### src/rtl/bist_sequencer.sv
// Test-per-scan BIST sequencer: LFSR seed pulse, scan_en shift/capture windows, finish strobe.
// Define BIST_SEQ_ABORT_EN to add the ABORT input that cancels a run in progress.
module bist_sequencer #(
  parameter int CHAIN_LEN  = 15,
  parameter int N_PATTERNS = 100
) (
  input  logic CLK,
  input  logic RST,
  input  logic START,
`ifdef BIST_SEQ_ABORT_EN
  input  logic ABORT,
`endif
  output logic OUT,
  output logic SEED,
  output logic FINISH,
  output logic BIST_END,
  output logic RUNNING
);

  localparam int SW = $clog2(CHAIN_LEN + 1);
  localparam int PW = $clog2(N_PATTERNS + 1);
  localparam logic [SW-1:0] LAST_SHIFT = SW'(CHAIN_LEN - 1);
  localparam logic [PW-1:0] PAT_TOTAL  = PW'(N_PATTERNS);

  // S_FINISH is the one-cycle entry into the done phase; S_DONE holds BIST_END while START stays high.
  typedef enum logic [2:0] {
    S_IDLE, S_SEED, S_SHIFT, S_CAPTURE, S_FINISH, S_DONE
  } state_t;

  state_t        r_state, w_state_next;
  logic [SW-1:0] r_shift_cnt, w_shift_next;
  logic [PW-1:0] r_pat_cnt, w_pat_next;
  logic          r_start_q;
  logic          r_out, r_seed, r_finish, r_bist_end, r_running;
  logic          w_rise;
  logic          w_abort;

`ifdef BIST_SEQ_ABORT_EN
  assign w_abort = ABORT;
`else
  assign w_abort = 1'b0;
`endif

  assign w_rise = START & ~r_start_q;

  always_comb begin
    // NOTE: every signal gets a default before the case so no path leaves it unassigned (no latch).
    w_state_next = r_state;
    w_shift_next = r_shift_cnt;
    w_pat_next   = r_pat_cnt;
    unique case (r_state)
      S_IDLE: begin
        if (w_rise) w_state_next = S_SEED;
      end
      S_SEED: begin
        w_state_next = S_SHIFT;
        w_shift_next = '0;
        w_pat_next   = '0;
      end
      S_SHIFT: begin
        if (r_shift_cnt == LAST_SHIFT) begin
          w_shift_next = '0;
          w_state_next = (r_pat_cnt < PAT_TOTAL) ? S_CAPTURE : S_FINISH;
        end else begin
          w_shift_next = r_shift_cnt + 1'b1;
        end
      end
      S_CAPTURE: begin
        w_pat_next   = r_pat_cnt + 1'b1;
        w_shift_next = '0;
        w_state_next = S_SHIFT;
      end
      S_FINISH, S_DONE: begin
        w_state_next = START ? S_DONE : S_IDLE;
      end
      default: w_state_next = S_IDLE;
    endcase

    if (w_abort && (r_state inside {S_SEED, S_SHIFT, S_CAPTURE})) begin
      w_state_next = S_IDLE;
      w_shift_next = '0;
      w_pat_next   = '0;
    end
  end

  // Outputs are flops loaded from the next-state decode, so they line up with the state register.
  // NOTE: sequential state uses non-blocking assignments so every flop samples pre-edge values.
  always_ff @(posedge CLK) begin
    if (RST) begin
      r_state     <= S_IDLE;
      r_shift_cnt <= '0;
      r_pat_cnt   <= '0;
      r_start_q   <= 1'b0;
      r_out       <= 1'b0;
      r_seed      <= 1'b0;
      r_finish    <= 1'b0;
      r_bist_end  <= 1'b0;
      r_running   <= 1'b0;
    end else begin
      r_state     <= w_state_next;
      r_shift_cnt <= w_shift_next;
      r_pat_cnt   <= w_pat_next;
      r_start_q   <= START;
      r_out       <= (w_state_next == S_SHIFT);
      r_seed      <= (w_state_next == S_SEED);
      r_finish    <= (w_state_next == S_FINISH);
      r_bist_end  <= (w_state_next inside {S_FINISH, S_DONE});
      r_running   <= (w_state_next inside {S_SEED, S_SHIFT, S_CAPTURE});
    end
  end

  assign OUT      = r_out;
  assign SEED     = r_seed;
  assign FINISH   = r_finish;
  assign BIST_END = r_bist_end;
  assign RUNNING  = r_running;

endmodule

### config.mk
export PLATFORM = sky130hd
export DESIGN_NAME = bist_sequencer
export DESIGN_NICKNAME = d
export VERILOG_FILES = /design/src/rtl/bist_sequencer.sv
export SDC_FILE = /design/constraint.sdc
export NUM_CORES = 1
export LEC_CHECK = 0
export ABC_CLOCK_PERIOD_IN_PS = 4200
export CAP_MARGIN = 10
export CORE_UTILIZATION = 50
export DETAILED_ROUTE_END_ITERATION = 8
export PLACE_DENSITY = 0.82
export SLEW_MARGIN = 10
export SYNTH_ARGS = -nofsm -noshare
export SYNTH_HDL_FRONTEND = slang
export SYNTH_SLANG_ARGS = --single-unit
### constraint.sdc
create_clock -name CLK -period 4.2 [get_ports CLK]
set_input_delay 0.84 -clock CLK [delete_from_list [all_inputs] [get_ports CLK]]
set_output_delay 0.84 -clock CLK [all_outputs]
set_load 0.02 [all_outputs]
==> results by group <==
Logic synthesis
  – Area share of the leading cell type in the synthesized netlist: 45.01%
  – Post-synthesis net count: 107
  – Netlist area before placement: 889.6 um^2
  – Most repeated cell in the gate-level netlist after synthesis: sky130_fd_sc_hd__dfxtp_1
  – EDFF count, synth: 0
  – Synth area leaders: sky130_fd_sc_hd__dfxtp_1 (45%), sky130_fd_sc_hd__a21oi_1 (6.2%), sky130_fd_sc_hd__nor2_1 (5.9%)
  – Total of flip-flops plus latches after synthesis: 20
  – Number of warnings reported in the yosys synthesis log: 0
  – Cell types with the highest counts after synthesis: sky130_fd_sc_hd__dfxtp_1 (20), sky130_fd_sc_hd__nor2_1 (14), sky130_fd_sc_hd__a21oi_1 (11), sky130_fd_sc_hd__nand2_1 (7), sky130_fd_sc_hd__nor3_1 (6)
  – Average size of a mapped cell: 8.808 um^2
  – Post-Syn Instances: 101
  – Sequential area share after synthesis: 45.01%
  – Post-synthesis async set-or-reset flop share: 0%
  – Largest area contributor in the netlist: sky130_fd_sc_hd__dfxtp_1
  – Top_reg_cell synth: sky130_fd_sc_hd__dfxtp_1
  – Number of unique standard cell types used by synthesis: 30

Clock tree
  – Clock latency on the worst-skew pair: 0.29 ns
  – CTS clk-pin slew, worst paths: 0.11 ns
  – CTS hold repair buffers: 0
  – Number of H-tree levels: 1
  – Cts repair resizes: 0
  – TritonCTS buffer count: 3
  – Number of sinks on the clock net: 20
  – Maximum buffer depth of the clock tree: 2
  – CTS tree: built
  – Library cell used as clock root buffer: sky130_fd_sc_hd__clkbuf_4
  – Post-CTS Setup Bufs: 0

Floorplanning
  – Die footprint: 1952 um^2
  – Starting density of the core: 56.43%
  – Area of the placeable core: 1577 um^2
  – Die outline width: 44.18 um
  – Top Ports: 8
  – Cell row count: 14
  – Die boundary height: 44.18 um

STA
  – RSZ-0062 raised after global routing: no
  – Setup violations, final: 0
  – Worst setup skew after layout: 0.001785 ns
  – Total count of hold-check failures in the final report: 0
  – Minimum clock period: 2.061 ns
  – Worst hold slack across all endpoints: 0.4866 ns
  – Maximum frequency from static timing analysis: 485.3 MHz
  – Slew at the pin with the worst max-slew slack: 0.6011 ns
  – Setup_tns: 0 ns
  – Period utilisation layout: 49.06%
  – Max-slew violation count: 0
  – Worst path setup slack after routing: 2.139 ns
  – Max_slew headroom: 59.80%

Route
  – Number of detailed-route iterations in the first pass: 6
  – Vias after detailed routing: 735
  – DRC marker count from the first detailed-route iteration: 22
  – Residual DRC: 0
  – Post-DR wirelength/cell: 12.98 um
  – Drt via density: 5.833
  – Routed WL: 1635 um
  – ANT nets after route: 0

Outcome
  – Run status: finished, final reports clean

Place
  – Placer Congestion: 0.7813
  – Detailed Place HPWL: 1138 um
  – Post-placement worst setup slack: 1.988 ns
  – Buffers added on ports: 7

Global routing
  – Global-route wire length before repair: 2573 um
  – Overflow left after global routing: 0
  – Pin count of the biggest net entering global routing: 18
  – Number of global-route vias before repair: 596
  – Aggregate global-route resource usage: 17.67%
  – Number of antenna violations at the first check in global routing: 0

Power and ir drop
  – Net switching share of the total power: 23.04%
  – Clk network pwr share: 32.1%
  – Worst-case vdd ir drop: 0.0001923 V
  – Pwr dens: 338.5 nW/um^2
  – P_int: 0.2608 mW
  – Leakage Power: 0.3579 nW
  – Register share of total power: 58.6%
  – Combinational Power Share: 9.3%
  – Net switching component of the power: 0.07806 mW

Flow run
  – Reported max-cap violation count: 0

Layout
  – Antenna diode count: 0
  – Ratio of cells with drive above 1 in the final layout: 7.273%
  – Final nets: 117
  – Growth of design area from synthesis to finish: 12.52%
  – Combined area of the multi-input logic cells: 466.7 um^2
  – Number of inserted filler cells in the final layout: 139
  – Flip-flop and latch area: 400.4 um^2

Critical path
  – Ordered list of cells on the worst path: clkdlybuf4s50_1
  – Start-to-end type of the worst setup path: reg2out
  – Startpoint type of the worst setup path: register
  – Critical path's largest stage delay: 0.60 ns
  – Arrival @ worst endpoint: 1.22 ns
  – Kind of end point of the critical path: primary output
  – Total buffers and inverters traversed by the critical path: 1
  – Cell with the biggest individual delay on the critical path: sky130_fd_sc_hd__clkdlybuf4s50_1
  – Required time worst endpoint: 3.36 ns
  – Cell family with most CP delay: buffers and inverters
  – Worst Path Max Fanout: 1

Min path
  – Hold Crit Class: reg2reg
-- worst paths after layout --
path | depth (start not counted) | slack, ns | start | to
hold / removal | 2 | 0.49 | r_pat_cnt[1] | r_pat_cnt[1]
setup / recovery | 1 | 2.14 | SEED | SEED
hold reg to reg | 2 | 0.49 | r_pat_cnt[1] | r_pat_cnt[1]
setup reg to reg | 4 | 2.58 | r_state[1] | OUT
-- registers in the layout (all words and copies together), names as in the netlist --
signal	cells
BIST_END	1
FINISH	1
OUT	1
RUNNING	1
SEED	1
r_pat_cnt	7
r_shift_cnt	4
r_start_q	1
r_state	3
-- cell families (layout without fill, tap and decap cells) --
family / count (synthesis) / count (layout) / share of synthesized area [%]
DFF: 20 / 20 / 45.01
buffers and inverters: 4 / 13 / 2.531
adders and majority gates: 3 / 3 / 4.220
and+or+nand+nor: 50 / 50 / 29.54
AOI/OAI and AO/OA: 24 / 24 / 18.71
-- cell type report --
type / instances / area share [%]
Sequential cell: 20 / 40.00
Timing Repair Buffer: 7 / 7.000
Clock buffer: 4 / 3.625
Tap cell: 16 / 2.000
Inverter: 2 / 0.7500
Multi-Input combinational cell: 77 / 46.63
-- power groups by stage --
stage                     combinational, mW  sequential [mW]  clock [mW]
after floorplan                      0.0202            0.204           0
after global placement               0.0306            0.203           0
after detailed placement             0.0309            0.203           0
after CTS                            0.0315            0.199       0.113
after global routing                 0.0342            0.199       0.121
final                                0.0315            0.199       0.109
-- layout by cell type (no fill, tap or decap), drive strengths merged, types with 2 or more instances in the layout --
master,count
o21ai,4
clkbuf,4
or4,2
inv,2
nor3,6
dfxtp,20
a21oi,11
or2,2
clkdlybuf4s50,7
nand3b,3
ha,3
and2,2
o21a,2
nor2,14
nand3,5
nor2b,3
nand2,7
o31ai,2
a21o,2
-- stage by stage --
stage,utilization [%],instances,cell area (um^2),total power [mW]
after floorplan,-,101,889.6,0.2240
after global placement,61.19,122,964.7,0.2333
after detailed placement,61.19,122,964.7,0.2339
after CTS,63.49,126,1001,0.3431
after global routing,63.49,126,1001,0.3545
final,63.49,126,1001,0.3388
-- per-layer routing --
metal / global-route usage, % / up-vias / wire (um)
met5: 0 / - / 0
met4: 7.273 / 0 / 10
met3: 3.673 / 2 / 49
met2: 24.41 / 10 / 704
met1: 26.53 / 344 / 870
li1: - / 379 / -
Note: power is estimated with default switching activity, not from simulation.
